==> config.mk <==
export PLATFORM = sky130hd
export DESIGN_NAME = id_scoreboard_forward
export DESIGN_NICKNAME = d
export VERILOG_FILES = /design/src/rtl/id_scoreboard_forward.sv
export SDC_FILE = /design/constraint.sdc
export NUM_CORES = 1
export LEC_CHECK = 0
export ABC_AREA = 1
export CAP_MARGIN = 5
export CORE_AREA = 2 2 55 78
export DETAILED_ROUTE_END_ITERATION = 8
export DIE_AREA = 0 0 57 80
export PLACE_DENSITY_LB_ADDON = 0.15
export REMOVE_ABC_BUFFERS = 1
export SYNTH_ARGS = -nofsm -noshare
export SYNTH_HDL_FRONTEND = slang
export SYNTH_SLANG_ARGS = --single-unit
==> constraint.sdc <==
create_clock -name clk -period 1.8 [get_ports clk]
set_clock_uncertainty 0.05 [all_clocks]
set_input_delay 0.36 -clock clk [delete_from_list [all_inputs] [get_ports clk]]
set_output_delay 0.36 -clock clk [all_outputs]
set_load 0.01 [all_outputs]
==> src/rtl/id_scoreboard_forward.sv <==
// -----------------------------------------------------------------------------
// id_scoreboard_forward
//   ID-stage hazard detection and operand forwarding unit. It keeps a shift
//   scoreboard of in-flight register writes across FWD_STAGES downstream
//   stages. Entry e[1] is the EX stage. Each entry holds a valid bit, the
//   destination register and a countdown that reaches zero when the result can
//   be forwarded. A load enters with LOAD_LAT, so a load-use pair stalls
//   until the load data reaches a stage that can forward it.
//
// Parameters
//   NUM_SRC     number of ID source operands checked
//   FWD_STAGES  downstream stages able to forward (1=EX, 2=MEM, ...)
//   LOAD_LAT    extra cycles after EX before load data is forwardable
//   SELW        width of one forward select (derived)
//
// Ports
//   clk             clock, rising edge
//   reset           synchronous reset, active high
//   id_valid        ID holds a real instruction
//   id_src_addr     source register numbers, port i at [5*i +: 5]
//   id_src_used     port i is actually read by the instruction
//   id_dst_addr     destination register of the ID instruction
//   id_dst_we       ID instruction writes a register
//   id_dst_is_load  ID instruction is a load
//   id_flush        squash the ID instruction and insert a bubble
//   fwd_sel         per port: 0 = regfile, k = result of stage k
//   stall           hold PC and IF_ID, bubble into EX (combinational)
//   issue           ID instruction advances this cycle (combinational)
//   stall_count     saturating count of stall cycles (registered)
// -----------------------------------------------------------------------------
module id_scoreboard_forward #(
    parameter int  NUM_SRC    = 2,
    parameter int  FWD_STAGES = 2,
    parameter int  LOAD_LAT   = 1,
    localparam int SELW       = $clog2(FWD_STAGES + 1)
) (
    input  logic                    clk,
    input  logic                    reset,
    input  logic                    id_valid,
    input  logic [NUM_SRC*5-1:0]    id_src_addr,
    input  logic [NUM_SRC-1:0]      id_src_used,
    input  logic [4:0]              id_dst_addr,
    input  logic                    id_dst_we,
    input  logic                    id_dst_is_load,
    input  logic                    id_flush,
    output logic [NUM_SRC*SELW-1:0] fwd_sel,
    output logic                    stall,
    output logic                    issue,
    output logic [15:0]             stall_count
);

    // Countdowns never exceed LOAD_LAT < FWD_STAGES, so SELW bits suffice.
    logic            v_r    [1:FWD_STAGES];
    logic [4:0]      addr_r [1:FWD_STAGES];
    logic [SELW-1:0] cnt_r  [1:FWD_STAGES];
    logic [15:0]     stall_count_r;

    logic [NUM_SRC*SELW-1:0] fwd_sel_s;
    logic [NUM_SRC-1:0]      port_stall_s;
    logic                    stall_s;
    logic                    issue_s;
    logic                    alloc_s;

    // Countdown step applied as an entry moves one stage down the pipe.
    function automatic logic [SELW-1:0] sat_dec(input logic [SELW-1:0] c);
        sat_dec = (c == '0) ? '0 : (c - SELW'(1));
    endfunction

    // Per-port scoreboard lookup: scan oldest to youngest so the youngest
    // matching producer overwrites older ones. A younger entry that is not
    // ready yet therefore blocks forwarding from an older ready entry.
    always_comb begin
        fwd_sel_s    = '0;
        port_stall_s = '0;
        for (int i = 0; i < NUM_SRC; i++) begin
            logic [4:0]      src_v;
            logic [SELW-1:0] sel_v;
            logic            req_v;
            logic            hit_v;
            src_v = id_src_addr[5*i +: 5];
            sel_v = '0;
            req_v = 1'b0;
            hit_v = 1'b0;
            for (int k = FWD_STAGES; k >= 1; k--) begin
                hit_v = id_src_used[i] && (src_v != 5'd0) && v_r[k] && (addr_r[k] == src_v);
                sel_v = hit_v ? ((cnt_r[k] == '0) ? SELW'(k) : '0) : sel_v;
                req_v = hit_v ? (cnt_r[k] != '0) : req_v;
            end
            fwd_sel_s[SELW*i +: SELW] = sel_v;
            port_stall_s[i]           = req_v;
        end
    end

    // A flushed instruction never stalls; it is simply replaced by a bubble.
    assign stall_s = id_valid & ~id_flush & (|port_stall_s);
    assign issue_s = id_valid & ~stall_s & ~id_flush;
    assign alloc_s = issue_s & id_dst_we & (id_dst_addr != 5'd0);

    // Scoreboard shift, new-entry allocation and stall cycle counter.
    always_ff @(posedge clk) begin
        if (reset) begin
            for (int k = 1; k <= FWD_STAGES; k++) begin
                v_r[k]    <= 1'b0;
                addr_r[k] <= 5'd0;
                cnt_r[k]  <= '0;
            end
            stall_count_r <= 16'd0;
        end else begin
            v_r[1]    <= alloc_s;
            addr_r[1] <= alloc_s ? id_dst_addr : 5'd0;
            cnt_r[1]  <= (alloc_s && id_dst_is_load) ? SELW'(LOAD_LAT) : '0;
            for (int k = 2; k <= FWD_STAGES; k++) begin
                v_r[k]    <= v_r[k-1];
                addr_r[k] <= addr_r[k-1];
                cnt_r[k]  <= sat_dec(cnt_r[k-1]);
            end
            if (stall_s && (stall_count_r != 16'hFFFF)) begin
                stall_count_r <= stall_count_r + 16'd1;
            end else begin
                stall_count_r <= stall_count_r;
            end
        end
    end

    assign fwd_sel     = fwd_sel_s;
    assign stall       = stall_s;
    assign issue       = issue_s;
    assign stall_count = stall_count_r;

endmodule

==> results.sh, run 1 <==
export IMPL_layout_nets=388
export IMPL_worst_r2r_setup_slack_ns=-0.12
export IMPL_routedWlPerCell_um=12.93
export IMPL_worst_pin_slew_ns=0.6559
export IMPL_syn_to_final_growth_pct=48.54
export IMPL_holdWs_ns=0.4488
export IMPL_cts_sinks=30
export IMPL_power_per_cell_area_nw_per_um2=550.9
export IMPL_coreArea_sq_um=3851
export IMPL_io_pins=45
export IMPL_syn_area_sq_um=1848
export IMPL_synth_area_leader_cell="dfxtp_1"
export IMPL_route_vias_total=2095
export IMPL_n_antenna_cell=0
export IMPL_post_drt_via_cell_ratio=5.135
export IMPL_gr_total_overflow=0
export IMPL_critical_path_class="flip-flop to primary output"
export IMPL_drtAntennaViolNets=0
export IMPL_gr_usage_met3=0.04052
export IMPL_maxSlewViolCount=0
export IMPL_grt_pass1_vias=2068
export IMPL_yosysWarningCount=0
export IMPL_dieArea_sq_um=4560
export IMPL_finalCritPeriodShare=1.148
export IMPL_insertion_delay_ns=0.29
export IMPL_grt_first_pass_wirelength_mm=8.604
export IMPL_r2r_start="addr_r[1][4]"
export IMPL_syn_avg_cell_area_sq_um=6.329
export IMPL_grt_use_met1=0.2229
export IMPL_row_count=27
export IMPL_hold_violations=0
export IMPL_fp_dieW_um=57
export IMPL_port_buffers=44
export IMPL_antenna_found_initial=0
export IMPL_routabilityCongestion=0.9492
export IMPL_run_status="finished with violations"
export IMPL_cp_startpoint="addr_r[1][4]"
export IMPL_pre_cts_slack_ns=-0.9950
export IMPL_dieHeight_um=80
export IMPL_drive_gt1_frac=0.3068
export IMPL_grt_max_degree=21
export IMPL_cts_buffer_depth=2
export IMPL_drc=0
export IMPL_clk_pin_slew_worst_paths_ns=0.07
export IMPL_top_usage_layer="met2"
export IMPL_hold_path_class="flip-flop to flip-flop"
export IMPL_cp_required_ns=1.39
export IMPL_root_buffer="clkbuf_8"
export IMPL_setup_viol=25
export IMPL_netlist_instances=292
export IMPL_first_pass_iters=4
export IMPL_drt_iter0_drc=104
export IMPL_ys_types=27
export IMPL_setup_ws_ns=-0.2665
export IMPL_ys_ff_latch=30
export IMPL_relSlewSlack=0.5572
export IMPL_worstPathArrival_ns=1.66
export IMPL_max_cap_violations=0
export IMPL_seq_area_frac_synth=0.3250
export IMPL_yosysTopAreaCellShare=0.3250
export IMPL_wl_mm=5.277
export IMPL_yosys_top_cells_area="dfxtp_1 32%, nand2_1 17%, inv_1 8.9%"
export IMPL_grt_use_met2=0.4966
export IMPL_final_setup_tns_ns=-2.758
export IMPL_fmax_ghz=0.4839
export IMPL_cp_start_kind="flip-flop"
export IMPL_cts_buffers=5
export IMPL_ir_drop_uv=637.5
export IMPL_fin_crit_ns=2.067
export IMPL_place_hpwl_mm=3.847
export IMPL_rsz0062_at_grt="yes"
export IMPL_min_from="stall_count[14]"
export IMPL_ctsHtreeMaxLevel=2
export IMPL_cts_tree="built"
export IMPL_grtUsageTotal=0.2447
export IMPL_worstSetupEndpointType="primary output"
export IMPL_violations="setup timing"
export IMPL_initial_core_util=0.4799
export IMPL_path_max_fanout=3
export IMPL_p_leak_uw=0.001202
## flip-flops by register name, indices dropped and copies added (netlist names)
register and count:
addr_r 10, stall_count 16, v_r 2, cnt_r 2
## cell type report
class,count,area (sq um)
Multi-Input combinational cell,209,1162
Fill cell,314,1106
Timing Repair Buffer,70,626.9
Sequential cell,30,610.6
Inverter,48,182.7
Clock buffer,5,68.82
Tap cell,43,53.80
Clock inverter,3,40.04
## per-stage QoR
| step | total power [uW] | cell area (sq um) | instances | utilization |
|---|---|---|---|---|
| 2_1_floorplan | 742.5 | 1808 | 286 | - |
| 3_3_place_gp | 836.2 | 2460 | 394 | 0.6387 |
| 3_5_place_dp | 835.9 | 2460 | 394 | 0.6387 |
| 4_1_cts | 1510 | 2615 | 406 | 0.6790 |
| 5_1_grt | 1578 | 2745 | 408 | 0.7128 |
| 6_report | 1512 | 2745 | 408 | 0.7128 |
## cell usage in the layout (no fill, tap or decap), types with 4 or more instances in the layout
cell	instances
xor2_1	11
nor3_1	5
dfxtp_2	8
clkdlybuf4s15_1	6
nor2_2	16
inv_1	30
nand2_2	16
nor2_4	4
inv_2	16
a21oi_1	13
buf_6	7
buf_4	22
nand4_1	18
dfxtp_1	22
nand2_1	73
clkbuf_8	5
nand3_1	10
nor2_1	21
xnor2_1	4
clkdlybuf4s50_1	28
## cells by family (layout without fill, tap and decap cells)
family                     Yosys count  after routing  share of synthesized area
and+or+nand+nor                    173            174                     0.4252
buffers and inverters               54            126                     0.1192
DFF                                 30             30                     0.3250
AOI/OAI and AO/OA                   18             18                    0.05078
xor gates and xnor gates            15             15                    0.07109
adders and majority gates            1              1                   0.006769
other                                1              1                   0.002029
## path summary, 6_finish.rpt
kind                                        end  cells past startpoint
worst max-delay path                      stall                     13
worst min-delay path            stall_count[14]                      2
worst max register to register   stall_count[6]                     14
worst min register to register  stall_count[14]                      2
## layer usage
layer / share of wire / routed length [um]
met1: 0.36 / 1923
met2: 0.56 / 2942
met3: 0.039 / 204
met4: 0.039 / 207
met5: 0 / 0
## critical path, cell delays in order, from the launching register on
cell and delay [ns]:
dfxtp_2 0.35, inv_2 0.05, nand2_1 0.05, nand2_1 0.06
nor2_2 0.15, nand2_1 0.08, nor2_1 0.11, nand2_1 0.08
nand2_1 0.08, nand2_2 0.09, nand2_4 0.08, nand2_2 0.05
inv_2 0.06, buf_6 0.09
## power breakdown
group / total [uW] / internal [uW] / switching [uW]
Combinational: 166 / 79.0 / 87.4
Sequential: 676 / 670 / 6.32
Clock: 670 / 407 / 263
Total: 1510 / 1160 / 357
## Yosys cell counts (all sizes together)
cell,count
o21ai,4
nand4,18
nand3,15
o311ai,1
nor3,6
nand2,91
clkinv,1
nor2,41
xor2,11
nor4,1
xnor2,4
ha,1
dfxtp,30
clkbuf,2
nand3b,1
inv,47
conb,1
a21oi,13
buf,4
## repair_timing
action,in CTS,in global routing
hold buffers,0,0
endpoints found under the hold margin,0,0
endpoints found under the setup margin,29,29
gates cloned,1,0
gates resized for setup,67,48
pin swaps,26,22
buffers inserted,4,5
(Power assumes the default switching activity.)
==> run 2: changes to the inputs <==
Settings changed: SETUP_SLACK_MARGIN set to 0.05.
==> run 2 against run 1 <==
Against the previous run:
- core utilization is 4.1 points higher
- via count up 1.9%
- largest cell class unchanged
- the flow still finishes with violations (setup timing)
- register-to-register slack got worse by 0.13 ns
- sequential share of layout area down 1.2 points
==> results.sh, run 2 (same netlist as run 1, synthesis figures left out) <==
export IMPL_coreArea_sq_um=3851
export IMPL_routabilityCongestion=0.9492
export IMPL_fin_crit_ns=2.072
export IMPL_post_drt_via_cell_ratio=5.130
export IMPL_cts_tree="built"
export IMPL_final_util=0.7541
export IMPL_most_common_layout_cells="63 x nand2_1, 30 x inv_1, 28 x clkdlybuf4s50_1, 26 x nand2_2, 25 x buf_4"
export IMPL_cts_buffer_depth=2
export IMPL_relSlewSlack=0.5252
export IMPL_ir_drop_uv=636.6
export IMPL_combPwrFrac=0.111
export IMPL_root_buffer="clkbuf_8"
export IMPL_critical_path_class="flip-flop to primary output"
export IMPL_p_clk_frac=0.445
export IMPL_holdBufCountCts=0
export IMPL_insertion_delay_ns=0.29
export IMPL_drtAntennaViolNets=0
export IMPL_cts_buffers=5
export IMPL_initial_core_util=0.4799
export IMPL_grt_first_pass_wirelength_mm=9.377
export IMPL_swShare=0.2421
export IMPL_p_switching_uw=368.2
export IMPL_grtUsageTotal=0.2718
export IMPL_drc=0
export IMPL_antenna_found_initial=0
export IMPL_p_total_uw=1521
export IMPL_path_max_fanout=3
export IMPL_final_setup_tns_ns=-4.492
export IMPL_n_antenna_cell=0
export IMPL_cts_sinks=30
export IMPL_grt_max_degree=21
export IMPL_gr_total_overflow=0
export IMPL_power_per_cell_area_nw_per_um2=523.8
export IMPL_worst_pin_slew_ns=0.7032
export IMPL_hold_path_class="flip-flop to flip-flop"
export IMPL_layout_nets=396
export IMPL_seqPwrFrac=0.444
export IMPL_largest_reg_flops=16
export IMPL_dieHeight_um=80
export IMPL_violations="setup timing"
export IMPL_worstPathArrival_ns=1.66
export IMPL_wl_mm=5.908
export IMPL_first_pass_iters=4
export IMPL_cp_required_ns=1.39
export IMPL_drive_gt1_frac=0.3861
export IMPL_cp_start_kind="flip-flop"
export IMPL_final_common_cell="nand2_1"
export IMPL_run_status="finished with violations"
export IMPL_fp_dieW_um=57
export IMPL_dieArea_sq_um=4560
export IMPL_worstSetupEndpointType="primary output"
export IMPL_io_pins=45
export IMPL_rsz0062_at_grt="yes"
export IMPL_route_vias_total=2134
export IMPL_hold_violations=0
export IMPL_p_int_uw=1153
export IMPL_syn_to_final_growth_pct=57.14
export IMPL_clk_pin_slew_worst_paths_ns=0.07
export IMPL_port_buffers=44
export IMPL_grt_pass1_vias=2191
export IMPL_finalCritPeriodShare=1.151
export IMPL_setup_ws_ns=-0.2719
export IMPL_ctsHtreeMaxLevel=2
export IMPL_fmax_ghz=0.4826
export IMPL_max_cap_violations=0
export IMPL_p_leak_uw=0.001254
export IMPL_place_hpwl_mm=3.847
export IMPL_setup_viol=22
export IMPL_drt_iter0_drc=76
export IMPL_row_count=27
export IMPL_maxSlewViolCount=0
export IMPL_routedWlPerCell_um=14.20
run 2: worst paths after layout:
path	from	to	slack, ns	depth (start not counted)
min reg2reg	stall_count[7]	stall_count[7]	0.45	2
min	stall_count[7]	stall_count[7]	0.45	2
max	addr_r[1][4]	stall	-0.27	13
max reg2reg	addr_r[1][4]	stall_count[6]	-0.25	16
run 2: cell type report:
type / instances / area [sq um]
Multi-Input combinational cell: 210 / 1245
Fill cell: 296 / 947.2
Timing Repair Buffer: 77 / 701.9
Sequential cell: 30 / 611.8
Inverter: 48 / 182.7
Clock buffer: 5 / 68.82
Tap cell: 43 / 53.80
Clock inverter: 3 / 40.04
run 2: power by group through the flow:
stage | Sequential, uW | Clock (uW) | Combinational [uW]
5_1_grt | 676 | 718 | 184
2_1_floorplan | 687 | 0 | 55.0
6_report | 676 | 677 | 169
3_3_place_gp | 689 | 0 | 148
4_1_cts | 675 | 687 | 151
3_5_place_dp | 689 | 0 | 147
run 2: routing by layer:
metal | global-route usage | vias to the layer above | routed length [um]
li1 | - | 1068 | -
met2 | 0.5425 | 68 | 3369
met1 | 0.2358 | 977 | 2057
met4 | 0.1744 | 0 | 233
met5 | 0 | - | 0
met3 | 0.05024 | 21 | 248
run 2: critical path, cell delays in order, from the launching register on:
cell	delay, ns
dfxtp_2	0.35
inv_2	0.05
nand2_1	0.05
nand2_1	0.06
nor2_2	0.15
buf_4	0.13
nand3b_1	0.09
nand3_2	0.10
nand2_2	0.07
nand2_4	0.09
nand2_4	0.05
nand2_2	0.05
inv_2	0.03
buf_6	0.10
run 2: repair_timing:
item                       4_1_cts  5_1_grt
pin swaps                       29       26
gates resized for setup         95       55
setup endpoints to repair       30       30
buffers inserted                11        4
gates cloned                     2        0
run 2: stage by stage:
step                area (sq um)  setup WS (ns)  hold WS [ns]  cells
global placement            2460        -0.9502        0.4330    394
floorplan                   1808        0.02674        0.3663    286
detailed placement          2460        -0.9950        0.4427    394
CTS                         2764        -0.2757        0.4550    414
global route                2904        -0.4092        0.4758    416
finish                      2904        -0.2719        0.4526    416
